$ cat config.mk
export PLATFORM = sky130hd
export DESIGN_NAME = cdc_hs_arbiter
export DESIGN_NICKNAME = d
export VERILOG_FILES = /design/src/rtl/cdc_hs_pkg.sv /design/src/rtl/ack_sync.sv /design/src/rtl/cdc_hs_arbiter.sv
export SDC_FILE = /design/constraint.sdc
export NUM_CORES = 1
export LEC_CHECK = 0
export BUFFER_PORTS_ARGS = -buffer_cell sky130_fd_sc_hd__buf_2
export CORE_MARGIN = 2
export CORE_UTILIZATION = 45
export DETAILED_ROUTE_END_ITERATION = 8
export PLACE_DENSITY = 0.79
export SYNTH_ARGS = -nofsm -noshare
export SYNTH_HDL_FRONTEND = slang
export SYNTH_SLANG_ARGS = --single-unit
$ cat constraint.sdc
create_clock -name clk -period 1.8 [get_ports clk]
set_clock_uncertainty 0.05 [all_clocks]
set_input_delay 0.54 -clock clk [delete_from_list [all_inputs] [get_ports clk]]
set_output_delay 0.54 -clock clk [all_outputs]
set_load 0.05 [all_outputs]
$ cat src/rtl/cdc_hs_pkg.sv
// cdc_hs_pkg: shared types and constants for the CDC handshake arbiter.
package cdc_hs_pkg;

  typedef enum logic [1:0] {
    IDLE = 2'd0,
    REQ  = 2'd1,
    ACK  = 2'd2,
    DONE = 2'd3
  } hs_state_e;

  localparam int SYNC_STAGES = 2;

endpackage

$ cat src/rtl/ack_sync.sv
// ack_sync: multi-flop level synchronizer bringing the far-domain acknowledge into clk.
module ack_sync
  import cdc_hs_pkg::*;
(
  input  logic clk,
  input  logic reset,
  input  logic i_async,
  output logic o_sync
);

  (* ASYNC_REG = "TRUE" *) logic [SYNC_STAGES-1:0] r_sync;

  // Shift chain; only the last stage is visible to the local domain.
  always_ff @(posedge clk or posedge reset) begin
    if (reset) begin
      r_sync <= {SYNC_STAGES{1'b0}};
    end else begin
      r_sync <= {r_sync[SYNC_STAGES-2:0], i_async};
    end
  end

  assign o_sync = r_sync[SYNC_STAGES-1];

endmodule

$ cat src/rtl/cdc_hs_arbiter.sv
// cdc_hs_arbiter: round-robin arbitration of NREQ requesters onto one four-phase req/ack crossing.
// Define CDC_HS_TIMEOUT_EN to add a per-phase handshake timeout reported on req_err.
module cdc_hs_arbiter
  import cdc_hs_pkg::*;
#(
  parameter int NREQ    = 2,
  parameter int DW      = 32,
  parameter int TIMEOUT = 1024
) (
  input  logic                    clk,
  input  logic                    reset,
  input  logic [NREQ-1:0]         req_valid,
  input  logic [NREQ*DW-1:0]      req_data,
  output logic [NREQ-1:0]         req_done,
  output logic [NREQ-1:0]         req_err,
  output logic                    xreq,
  output logic [DW-1:0]           xdata,
  input  logic                    xack,
  output logic                    busy,
  output logic [$clog2(NREQ)-1:0] grant_id
);

  localparam int IW = $clog2(NREQ);

  hs_state_e         r_state;
  hs_state_e         w_next;
  logic [IW-1:0]     r_ptr;
  logic [IW-1:0]     r_grant;
  logic [IW-1:0]     w_win;
  logic              w_any;
  logic              w_grant;
  logic              w_ack_s;
  logic              w_tmo;
  logic              r_xreq;
  logic              r_busy;
  logic [DW-1:0]     r_xdata;
  logic [NREQ-1:0]   r_req_done;
  int                w_idx;

  ack_sync u_ack_sync (
    .clk     (clk),
    .reset   (reset),
    .i_async (xack),
    .o_sync  (w_ack_s)
  );

  // Scan downward so the valid requester nearest to r_ptr is the last one written.
  always_comb begin
    w_any = 1'b0;
    w_win = {IW{1'b0}};
    w_idx = 0;
    for (int k = NREQ - 1; k >= 0; k--) begin
      w_idx = int'(r_ptr) + k;
      if (w_idx >= NREQ) begin
        w_idx = w_idx - NREQ;
      end else begin
        w_idx = w_idx;
      end
      if (req_valid[w_idx]) begin
        w_any = 1'b1;
        w_win = IW'(w_idx);
      end else begin
        w_any = w_any;
      end
    end
  end

  // A stale high ack blocks new grants so it can never complete a fresh transfer.
  assign w_grant = (r_state == IDLE) && w_any && !w_ack_s;

  always_comb begin
    w_next = r_state;
    case (r_state)
      IDLE: begin
        if (w_grant) w_next = REQ;
        else         w_next = IDLE;
      end
      REQ: begin
        if (w_ack_s || w_tmo) w_next = ACK;
        else                  w_next = REQ;
      end
      ACK: begin
        if (!w_ack_s || w_tmo) w_next = DONE;
        else                   w_next = ACK;
      end
      DONE:    w_next = IDLE;
      default: w_next = IDLE;
    endcase
  end

  always_ff @(posedge clk or posedge reset) begin
    if (reset) begin
      r_state    <= IDLE;
      r_ptr      <= {IW{1'b0}};
      r_grant    <= {IW{1'b0}};
      r_xreq     <= 1'b0;
      r_busy     <= 1'b0;
      r_xdata    <= {DW{1'b0}};
      r_req_done <= {NREQ{1'b0}};
    end else begin
      r_state    <= w_next;
      r_busy     <= (w_next != IDLE);
      r_req_done <= {NREQ{1'b0}};
      if (w_grant) begin
        r_xdata <= req_data[int'(w_win)*DW +: DW];
        r_grant <= w_win;
        r_ptr   <= (w_win == IW'(NREQ - 1)) ? {IW{1'b0}} : w_win + 1'b1;
        r_xreq  <= 1'b1;
      end else if ((r_state == REQ) && (w_next == ACK)) begin
        r_xreq  <= 1'b0;
      end
      if ((r_state == ACK) && (w_next == DONE)) begin
        r_req_done <= {{(NREQ-1){1'b0}}, 1'b1} << r_grant;
      end
    end
  end

`ifdef CDC_HS_TIMEOUT_EN
  localparam int CW = $clog2(TIMEOUT + 1);

  logic [CW-1:0]   r_cnt;
  logic            r_err_flag;
  logic [NREQ-1:0] r_req_err;

  // Counter restarts on every state change, so it measures time spent in the current phase.
  always_ff @(posedge clk or posedge reset) begin
    if (reset) begin
      r_cnt <= {CW{1'b0}};
    end else if (w_next != r_state) begin
      r_cnt <= {CW{1'b0}};
    end else if ((r_state == REQ) || (r_state == ACK)) begin
      r_cnt <= r_cnt + 1'b1;
    end else begin
      r_cnt <= {CW{1'b0}};
    end
  end

  assign w_tmo = (r_cnt == CW'(TIMEOUT - 1)) &&
                 (((r_state == REQ) && !w_ack_s) || ((r_state == ACK) && w_ack_s));

  always_ff @(posedge clk or posedge reset) begin
    if (reset) begin
      r_err_flag <= 1'b0;
      r_req_err  <= {NREQ{1'b0}};
    end else begin
      r_req_err <= {NREQ{1'b0}};
      if (w_grant) begin
        r_err_flag <= 1'b0;
      end else if (w_tmo) begin
        r_err_flag <= 1'b1;
      end
      if ((r_state == ACK) && (w_next == DONE) && (r_err_flag || w_tmo)) begin
        r_req_err <= {{(NREQ-1){1'b0}}, 1'b1} << r_grant;
      end
    end
  end

  assign req_err = r_req_err;
`else
  assign w_tmo   = 1'b0;
  assign req_err = {NREQ{1'b0}};
`endif

  assign req_done = r_req_done;
  assign xreq     = r_xreq;
  assign xdata    = r_xdata;
  assign busy     = r_busy;
  assign grant_id = r_grant;

endmodule

==> flow_metrics.py <==
metrics = {
    "setup_path": {
        "cpMaxStageDelayCell": "dfrtp_1",
        "crit_buf_inv": 1,
        "rr_startpoint": "r_ptr",
        "cp_cell_sequence": "buf_2",
        "crit_fanout": 2,
        "critPathLaunchType": "flop",
        "worstSetupStartpoint": "xdata[27]",
        "end_kind": "output port",
        "slowest_delay_ns": 0.39,
        "crit_family": "flip-flops",
        "crit_required_ns": 1.21,
        "cp.arrival_ns": 0.96,
        "critical_path_class": "flop to output port",
    },
    "global_routing": {
        "grt_max_degree": 35,
        "overflow": 0,
        "antenna_found_initial": 0,
        "grt.total_usage_pct": 20.38,
        "grt_first_pass_wirelength_mm": 7.983,
        "grt_pass1_vias": 1626,
    },
    "timing": {
        "tightest_slew_ns": 0.7338,
        "hold_viol": 0,
        "setup_viol": 0,
        "drv_slew": 0,
        "tns_ns": 0,
        "period_needed_ns": 1.551,
        "fin_crit_sh_pct": 86.17,
        "fmax_mhz": 644.7,
        "rsz0062_at_grt": "no",
        "timing.final.ws_setup_ns": 0.2490,
        "whs_ns": 0.2228,
        "slew_headroom_pct": 50.97,
    },
    "power": {
        "total_leakage_power_nw": 1.190,
        "peakVddDrop_mv": 1.035,
        "powerDensity_nw_per_um2": 2024,
    },
    "synthesis": {
        "yosysWarnings": 0,
        "synth_top_area_share_pct": 51.76,
        "ys_ff_latch": 42,
        "ys_types": 22,
        "syn_avg_cell_area_um2": 13.81,
        "synth_area_leaders": "dfrtp_1, a2bb2oi_2, o32ai_1",
        "synth_cells": 147,
        "synth_top_cell_by_area": "dfrtp_1",
        "yosysSeqAreaShare_pct": 51.76,
        "netlist_area_um2": 2031,
    },
    "clock_network": {
        "clockBufferDepth": 2,
        "htreeDepth": 2,
        "cts_sinks": 42,
        "numCtsBuffers": 5,
        "cts_tree": "done",
        "path_clk_slew_ns": 0.08,
        "clock_latency_ns": 0.29,
        "cts-root-buf": "clkbuf_8",
    },
    "die": {
        "die_area_um2": 5066,
        "num_io_pins": 108,
        "die_h_um": 71.18,
        "fp-row-count": 24,
        "core_region_area_um2": 4354,
        "die_w_um": 71.18,
        "initial_core_util_pct": 46.64,
    },
    "detailed_routing": {
        "post_drt_wl_per_cell_um": 16.46,
        "drt.antenna.violating_nets": 0,
        "drt_iter0_drc": 66,
        "drc_errors": 0,
        "dr.pass1.iters": 4,
        "via_per_inst": 5.749,
        "wirelength_mm": 4.921,
        "dr_total_vias": 1719,
    },
    "layout": {
        "finish.net_count": 315,
        "final_util_pct": 61.58,
        "finalNonFillerCells": 299,
        "antenna_cells": 0,
        "drive_gt1_share_pct": 61.13,
        "synthToLayoutAreaGrowth_pct": 32.04,
        "fillers": 358,
    },
    "min_path": {
        "hp-class": "input pin to asynchronous set/reset pin",
    },
    "placed_design": {
        "gp_congestion": 0.7113,
        "dp_hpwl_mm": 3.437,
        "preCtsSetupSlack_ns": -0.4410,
        "io_buffers": 105,
        "dp.cells": 291,
    },
    "outcome": {
        "outcome": "complete, no violations",
    },
    "run": {
        "cap_viol_max_count": 0,
    },
}
cells by family (layout without fill, tap and decap cells):
logic type	count (synthesis)	in the layout	share of synthesized area, %
other cells	1	2	0.1847
buf+inv	22	121	6.038
compound gates	70	70	38.26
flops	42	42	51.76
simple gates	12	12	3.758
layout make-up:
| cell class | count | area [µm²] | area share, % |
|---|---|---|---|
| flip-flops and latches | 42 | 1051 | 39.20 |
| multi-input cells | 84 | 869.6 | 32.43 |
| repair buffers | 110 | 575.6 | 21.47 |
| clock buffers | 5 | 68.82 | 2.566 |
| well taps | 52 | 65.06 | 2.427 |
| clock inverters | 3 | 40.04 | 1.493 |
| inverters | 3 | 11.26 | 0.4200 |
layer usage:
metal	global-route usage, %	vias to the layer above	wire (µm)
li1	-	797	-
met1	26.77	836	2112
met2	33.13	79	2380
met3	5.413	7	362
met4	6.289	0	65
met5	0	-	0
registers in the layout, indices dropped and copies added, names as in the netlist:
signal,cells
grant_id,1
r_state,2
req_done,2
xreq,1
u_ack_sync.r_sync,2
busy,1
r_ptr,1
xdata,32
synth_stat cells:
| cell type | instances |
|---|---|
| nor2b_1 | 1 |
| buf_6 | 3 |
| a31oi_1 | 1 |
| inv_1 | 2 |
| a21bo_2 | 1 |
| o32ai_1 | 32 |
| conb_1 | 1 |
| dfrtp_1 | 42 |
| nand2b_1 | 2 |
| nor3_1 | 2 |
| nand2_1 | 3 |
| buf_4 | 3 |
| clkbuf_1 | 8 |
| nand3b_1 | 2 |
| o21a_1 | 2 |
| buf_2 | 5 |
| nand3_1 | 1 |
| inv_2 | 1 |
| a2bb2oi_2 | 28 |
| a2bb2oi_1 | 4 |
| o21ai_1 | 2 |
| nor3_4 | 1 |
metrics by stage:
| stage | total power, W | instance area [µm²] |
|---|---|---|
| global placement | 0.004677 | 2567 |
| CTS | 0.005468 | 2681 |
| global route | 0.005683 | 2681 |
| finish | 0.005427 | 2681 |
| floorplan | 0.004073 | 2034 |
| detailed placement | 0.004730 | 2567 |
what timing repair did:
item | in CTS | in global routing
hold buffers | 0 | 0
setup endpoints to repair | 34 | 0
resized for setup | 1 | 0
buffers inserted | 0 | 0
power by group:
part / leakage (nW) / internal, W / switching [W]
clock: 0.0579 / 0.000408 / 0.000320
combinational: 0.663 / 0.000996 / 0.00205
sequential: 0.469 / 0.00135 / 0.000296
path summary, 6_finish.rpt:
kind	end	slack, ns	cells after the start
setup / recovery	xdata[27]	0.25	1
hold / removal	req_done[1]	0.22	3
setup reg to reg	xdata[17]	0.28	3
hold reg to reg	u_ack_sync.r_sync[1]	0.30	0
max in group asynchronous	xdata[8]	1.25	3
min in group clk	u_ack_sync.r_sync[0]	0.30	1
cells in the final DEF, fill, tap and decap left out, types with 2 or more instances in the layout:
master | netlist | layout
buf_2 | 5 | 105
dfrtp_1 | 42 | 42
o32ai_1 | 32 | 32
a2bb2oi_2 | 28 | 28
clkbuf_8 | 0 | 5
a2bb2oi_1 | 4 | 4
buf_4 | 3 | 4
nand2_1 | 3 | 3
nand3b_1 | 2 | 2
o21ai_1 | 2 | 2
nand2b_1 | 2 | 2
nor3_1 | 2 | 2
conb_1 | 1 | 2
clkinv_2 | 0 | 2
(Power assumes the default switching activity.)
